==> config.mk <==
export PLATFORM = sky130hd
export DESIGN_NAME = lab4_btn_ctrl_flat
export DESIGN_NICKNAME = d
export VERILOG_FILES = /design/src/rtl/lab4_btn_ctrl_if.sv /design/src/rtl/lab4_btn_ctrl.sv /design/src/flat_wrapper.sv
export SDC_FILE = /design/constraint.sdc
export NUM_CORES = 1
export LEC_CHECK = 0
export ABC_AREA = 1
export BUFFER_PORTS_ARGS = -buffer_cell sky130_fd_sc_hd__buf_4
export CAP_MARGIN = 20
export CORE_MARGIN = 4
export CORE_UTILIZATION = 53
export DETAILED_ROUTE_END_ITERATION = 10
export PLACE_DENSITY = 0.75
export SETUP_SLACK_MARGIN = 0.4
export SYNTH_ARGS = -nofsm -noshare
export SYNTH_HDL_FRONTEND = slang
export SYNTH_SLANG_ARGS = --single-unit
export TNS_END_PERCENT = 100
==> constraint.sdc <==
create_clock -name clk -period 2.15 [get_ports clk]
set_input_delay 0.215 -clock clk [delete_from_list [all_inputs] [get_ports clk]]
set_output_delay 0.215 -clock clk [all_outputs]
set_load 0.005 [all_outputs]
==> src/rtl/lab4_btn_ctrl_if.sv <==
// Board-side signal bundle for the lab-4 button controller.
// Groups the raw buttons and the user-visible outputs.
//   usr_btn    : raw buttons [0] DEC_COUNTER, [1] INC_COUNTER, [2] DEC_PWM, [3] INC_PWM
//   usr_led    : signed two's-complement counter value, -8..7
//   pwm_signal : PWM output
//   duty_idx   : duty index 0..4 (5%, 25%, 50%, 75%, 100%)
//   busy       : a command was accepted and the buttons are not yet released
// Modports: master drives the buttons (board/bench), slave is the controller.
interface lab4_btn_ctrl_if;
  logic [3:0] usr_btn;
  logic [3:0] usr_led;
  logic       pwm_signal;
  logic [3:0] duty_idx;
  logic       busy;

  modport master (
    output usr_btn,
    input  usr_led,
    input  pwm_signal,
    input  duty_idx,
    input  busy
  );

  modport slave (
    input  usr_btn,
    output usr_led,
    output pwm_signal,
    output duty_idx,
    output busy
  );
endinterface

==> src/rtl/lab4_btn_ctrl.sv <==
// Button-command controller for the lab-4 counter/PWM datapath.
// Synchronizes and debounces four buttons, turns each accepted press into
// exactly one command (fixed priority bit3 > bit2 > bit1 > bit0), drives a
// signed saturating LED counter and a 5-level PWM duty index, and generates
// the PWM output with duty changes taking effect only at period boundaries.
// Ports:
//   clk     : system clock, rising edge
//   reset_n : synchronous reset, active HIGH despite the name
//   bus     : lab4_btn_ctrl_if.slave (usr_btn in; usr_led, pwm_signal,
//             duty_idx, busy out)
module lab4_btn_ctrl #(
  parameter int DEBOUNCE_CYCLES = 20,
  parameter int PWM_PERIOD      = 100
) (
  input  logic            clk,
  input  logic            reset_n,
  lab4_btn_ctrl_if.slave  bus
);

  localparam int DB_W  = $clog2(DEBOUNCE_CYCLES);
  localparam int CNT_W = $clog2(PWM_PERIOD + 1);

  localparam logic [DB_W-1:0]  DB_LAST  = DB_W'(DEBOUNCE_CYCLES - 1);
  localparam logic [DB_W-1:0]  DB_TAKE  = DB_W'(DEBOUNCE_CYCLES - 2);
  localparam logic [CNT_W-1:0] PWM_LAST = CNT_W'(PWM_PERIOD - 1);

  localparam logic signed [3:0] LED_MAX = 4'sb0111;
  localparam logic signed [3:0] LED_MIN = 4'sb1000;
  localparam logic [3:0]        DUTY_MAX = 4'd4;

  typedef enum logic [1:0] {S_IDLE, S_FIRE, S_HOLD} state_t;

  // Saturating arithmetic helpers
  function automatic logic signed [3:0] sat_inc_led(input logic signed [3:0] v);
    return (v == LED_MAX) ? v : v + 4'sd1;
  endfunction

  function automatic logic signed [3:0] sat_dec_led(input logic signed [3:0] v);
    return (v == LED_MIN) ? v : v - 4'sd1;
  endfunction

  function automatic logic [3:0] sat_inc_duty(input logic [3:0] v);
    return (v >= DUTY_MAX) ? DUTY_MAX : v + 4'd1;
  endfunction

  function automatic logic [3:0] sat_dec_duty(input logic [3:0] v);
    return (v == 4'd0) ? 4'd0 : v - 4'd1;
  endfunction

  // High-time in clk cycles for each duty index, fixed at elaboration.
  function automatic logic [CNT_W-1:0] thr_of(input logic [3:0] idx);
    case (idx)
      4'd0:    return CNT_W'(PWM_PERIOD * 5 / 100);
      4'd1:    return CNT_W'(PWM_PERIOD * 25 / 100);
      4'd2:    return CNT_W'(PWM_PERIOD * 50 / 100);
      4'd3:    return CNT_W'(PWM_PERIOD * 75 / 100);
      default: return CNT_W'(PWM_PERIOD);
    endcase
  endfunction

  logic [3:0]        btn_p0;
  logic [3:0]        sync_btn;
  logic [3:0]        last_btn;
  logic [DB_W-1:0]   stab_cnt;
  logic [3:0]        stable_btn;

  state_t            state;
  state_t            next_state;

  logic signed [3:0] led_q;
  logic signed [3:0] led_nxt;
  logic [3:0]        duty_q;
  logic [3:0]        duty_nxt;

  logic [CNT_W-1:0]  pwm_cnt;
  logic [CNT_W-1:0]  thr_active;
  logic              pwm_q;

  // Stage p0/p1: two-flop synchronizer, then debounce.
  // The vector is accepted once sync_btn has matched last_btn on
  // DEBOUNCE_CYCLES consecutive edges (the change edge counts as the first).
  always_ff @(posedge clk) begin
    if (reset_n) begin
      btn_p0     <= '0;
      sync_btn   <= '0;
      last_btn   <= '0;
      stab_cnt   <= '0;
      stable_btn <= '0;
    end else begin
      btn_p0   <= bus.usr_btn;
      sync_btn <= btn_p0;
      if (sync_btn != last_btn) begin
        last_btn <= sync_btn;
        stab_cnt <= '0;
      end else begin
        if (stab_cnt != DB_LAST)
          stab_cnt <= stab_cnt + DB_W'(1);
        if (stab_cnt >= DB_TAKE)
          stable_btn <= last_btn;
      end
    end
  end

  // Stage p2: command FSM. FIRE lasts one cycle so each press acts once;
  // HOLD swallows any pattern change until everything is released.
  always_ff @(posedge clk) begin
    if (reset_n) begin
      state  <= S_IDLE;
      led_q  <= '0;
      duty_q <= DUTY_MAX;
    end else begin
      state  <= next_state;
      led_q  <= led_nxt;
      duty_q <= duty_nxt;
    end
  end

  always_comb begin
    next_state = state;
    led_nxt    = led_q;
    duty_nxt   = duty_q;
    case (state)
      S_IDLE: if (stable_btn != 4'd0) next_state = S_FIRE;
      S_FIRE: begin
        next_state = S_HOLD;
        if (stable_btn[3])      duty_nxt = sat_inc_duty(duty_q);
        else if (stable_btn[2]) duty_nxt = sat_dec_duty(duty_q);
        else if (stable_btn[1]) led_nxt  = sat_inc_led(led_q);
        else if (stable_btn[0]) led_nxt  = sat_dec_led(led_q);
      end
      S_HOLD: if (stable_btn == 4'd0) next_state = S_IDLE;
      default: next_state = S_IDLE;
    endcase
  end

  // PWM: free-running period counter. The threshold is only reloaded on
  // the wrap so a duty change never truncates or stretches a running period.
  always_ff @(posedge clk) begin
    if (reset_n) begin
      pwm_cnt    <= '0;
      thr_active <= CNT_W'(PWM_PERIOD);
      pwm_q      <= 1'b0;
    end else begin
      pwm_q <= (pwm_cnt < thr_active);
      if (pwm_cnt == PWM_LAST) begin
        pwm_cnt    <= '0;
        thr_active <= thr_of(duty_q);
      end else begin
        pwm_cnt <= pwm_cnt + CNT_W'(1);
      end
    end
  end

  assign bus.usr_led    = led_q;
  assign bus.duty_idx   = duty_q;
  assign bus.pwm_signal = pwm_q;
  assign bus.busy       = (state != S_IDLE);

endmodule

==> src/flat_wrapper.sv <==
// flat-port wrapper written by rule: the top's interface ports become plain ports
module lab4_btn_ctrl_flat 
#(
  parameter int DEBOUNCE_CYCLES = 20,
  parameter int PWM_PERIOD      = 100
)
  (clk, reset_n, bus_usr_btn, bus_usr_led, bus_pwm_signal, bus_duty_idx, bus_busy);
  lab4_btn_ctrl_if bus_i ();
  input  logic clk;
  input  logic reset_n;
  input wire logic [$bits(bus_i.usr_btn)-1:0] bus_usr_btn;
  output wire logic [$bits(bus_i.usr_led)-1:0] bus_usr_led;
  output wire logic [$bits(bus_i.pwm_signal)-1:0] bus_pwm_signal;
  output wire logic [$bits(bus_i.duty_idx)-1:0] bus_duty_idx;
  output wire logic [$bits(bus_i.busy)-1:0] bus_busy;
  assign bus_i.usr_btn = bus_usr_btn;
  assign bus_usr_led = bus_i.usr_led;
  assign bus_pwm_signal = bus_i.pwm_signal;
  assign bus_duty_idx = bus_i.duty_idx;
  assign bus_busy = bus_i.busy;
  lab4_btn_ctrl #(.DEBOUNCE_CYCLES(DEBOUNCE_CYCLES), .PWM_PERIOD(PWM_PERIOD)) u_core (.clk(clk), .reset_n(reset_n), .bus(bus_i));
endmodule
==> results_dict.tcl <==
set metrics [dict create \
    status "finished, final reports clean" \
    start_util 0.553 \
    gr-max-usage-layer "met2" \
    die_area_um2 5300 \
    place_area_um2 2370 \
    grt_pass1_wl_um 6590 \
    finalWirelength_um 3780 \
    cts-resized-gates 0 \
    path_clk_slew_ps 80 \
    switching_power_uw 333 \
    period_share 0.646 \
    netlist_instances 297 \
    met3_usage 0.0331 \
    p_leak_nw 1.15 \
    slowest_stage "dfxtp_1" \
    start_kind "flop" \
    max_freq_mhz 720 \
    worstReg2RegStart "u_core.bus.duty_idx[0]" \
    use_met1 0.191 \
    ys_types 27 \
    nets 336 \
    rsz0062_at_grt "no" \
    core-area_um2 4030 \
    worstMarginPinSlew_ps 360 \
    cts_root_buf "clkbuf_8" \
    seqPwrFrac 0.559 \
    synth_area_per_cell_um2 7.50 \
    slew_viol_final 0 \
    place_inst 357 \
    grt_max_degree 21 \
    grt_antenna_before_repair 0 \
    comb_power_share 0.042 \
    synth_edf_count 0 \
    swShare 0.212 \
    first_iter_violations 70 \
    port_buffers 15 \
    drive_above_1_share 0.105 \
    multi_input_area_um2 1090 \
    synth_common_cells "53 x nand2_1, 48 x inv_1, 48 x nor2_1" \
    cts.sinks 46 \
    maxCapViolations 0 \
    critical_path_class "reg -> reg" \
    finalCriticalPeriod_ps 1390 \
    clock_path_buffers 2 \
    postCtsSetupRepairBufs 0 \
    via_count 1798 \
    clk_latency_ps 300 \
    cp-startpoint "u_core.bus.duty_idx[0]" \
    ios 16 \
    p_total_mw 1.58 \
    hold_buffers 0 \
    fp.dieW_um 72.8 \
    std_cell_rows 23 \
    ir_drop_mv 0.455 \
    max_slew_margin 0.760 \
    final_cells 365 \
    intPower_mw 1.24 \
    ys.flop_type "dfxtp_1" \
    cts_max_level 2 \
    required_ps 2370 \
    postLayoutCellArea_um2 2480 \
    dr.pass1.iters 4 \
    setup_tns_ps 0 \
    synthTopCellsByArea "dfxtp_1 41%, nand2_1 8.9%, ha_1 8.4%" \
    power_density_nw_per_um2 636 \
    cts_made_buffers 5 \
    grt_pass1_vias 1619 \
    worstHoldStart "bus_usr_btn[2]" \
    synth_most_common_cell "nand2_1" \
    cpPeakStageDelay_ps 410 \
    synth_top_cell_by_area "dfxtp_1" \
    synth-seq-area-share 0.413 \
    hold_class "in -> reg" \
    grt-ovfl-total 0 \
    ys_warn_count 0 \
    synth_nets 319 \
    cts_tree "yes" \
    setup_violations 0 \
    endpoint_kind "flop" \
    ant_nets 0 \
    seqCellArea_um2 921 \
    final.fill_count 359 \
    final_hold_viol_count 0 \
    dpl.hpwl_um 2830 \
    groute.layer.met2.usage 0.261 \
    routedWlPerCell_um 10.4 \
    diodes 0 \
    cp.arrival_ps 1610 \
    async_flop_share 0 \
    synth_area_um2 2230 \
    syn_to_final_growth_pct 11.2 \
    cp_max_fo 5 \
    skew_ps 10.0 \
    die_y_um 72.8 \
    ff2ff_setup_slack_ps 760 \
    path_cells "inv_1, ha_1, a21oi_1, o21ai_0, a31oi_1" \
    gp_congestion 0.842 \
    clkPwrFrac 0.399 \
    synth_top_area_frac 0.413 \
    grt_util_all_layers 0.154 \
    drcViolationCount 0 \
    viasPerCell 4.93 \
    synth-seq-cells 46 \
]
==> worst paths after layout <==
kind,end,depth (start not counted)
worst max-delay path,u_core.bus.duty_idx[1],5
worst min-delay path,u_core.btn_p0[2],3
worst max register to register,u_core.bus.duty_idx[1],5
worst min register to register,u_core.sync_btn[3],2
==> kinds of logic after synthesis <==
| group | synth area share |
|---|---|
| AO/OA/AOI/OAI | 0.0831 |
| XOR/XNOR | 0.0315 |
| adder cells (fa/ha/maj) | 0.0933 |
| buffers and inverters | 0.0989 |
| flip-flops | 0.413 |
| AND/OR/NAND/NOR | 0.280 |
==> area by class of cell <==
class                      instances  share of cell area
clock buffer                       6              0.0293
inverter                          49              0.0743
sequential                        46               0.372
tap                               50              0.0253
timing repair buffer              15              0.0455
multi-input combinational        197               0.439
clock inverter                     2              0.0152
==> per-layer routing <==
metal | up-vias | wire length (um)
met2 | 24 | 1710
li1 | 967 | -
met5 | - | 0
met3 | 7 | 125
met4 | 0 | 51
met1 | 800 | 1890
==> layout by cell type (no fill, tap or decap), drive strengths merged <==
| cell | n |
|---|---|
| clkinvlp | 1 |
| clkbuf | 6 |
| nor4 | 1 |
| dfxtp | 46 |
| bufinv | 1 |
| o21ai | 12 |
| fa | 1 |
| nand3 | 17 |
| nand2 | 55 |
| nor3b | 2 |
| o22ai | 3 |
| a31oi | 5 |
| nand3b | 1 |
| buf | 15 |
| nor2 | 53 |
| nor3 | 5 |
| a21oi | 15 |
| nand4 | 4 |
| xor2 | 8 |
| ha | 15 |
| inv | 49 |
==> worst max-delay path, delay by kind of cell (launching register included) <==
kind / cells / cell delay, ps
adder cells (fa/ha/maj): 1 / 260
buffers and inverters: 1 / 110
flip-flops: 1 / 410
AO/OA/AOI/OAI: 3 / 530
==> metrics by stage <==
step | setup WS (ps) | util | hold slack, ps
finish | 761 | 0.615 | 118
global route | 634 | 0.615 | 120
CTS | 767 | 0.615 | 116
detailed placement | 783 | 0.587 | 399
global placement | 822 | 0.587 | 393
floorplan | 897 | - | 322
==> power by group through the flow <==
stage,clock [mW],combinational [mW],sequential (mW)
after floorplan,0,0.0509,0.899
after global placement,0,0.0647,0.901
after detailed placement,0,0.0667,0.901
after CTS,0.640,0.0670,0.881
after global routing,0.672,0.0749,0.884
final,0.629,0.0656,0.881
==> sequential cells by signal (all words and copies together) (netlist names) <==
| register | flops |
|---|---|
| u_core.stab_cnt | 5 |
| u_core.stable_btn | 4 |
| u_core.btn_p0 | 4 |
| u_core.pwm_cnt | 7 |
| u_core.sync_btn | 4 |
| u_core.bus.duty_idx | 4 |
| u_core.bus.pwm_signal | 1 |
| u_core.thr_active | 7 |
| u_core.last_btn | 4 |
| u_core.state | 2 |
| u_core.bus.usr_led | 4 |
(Power assumes the default switching activity.)
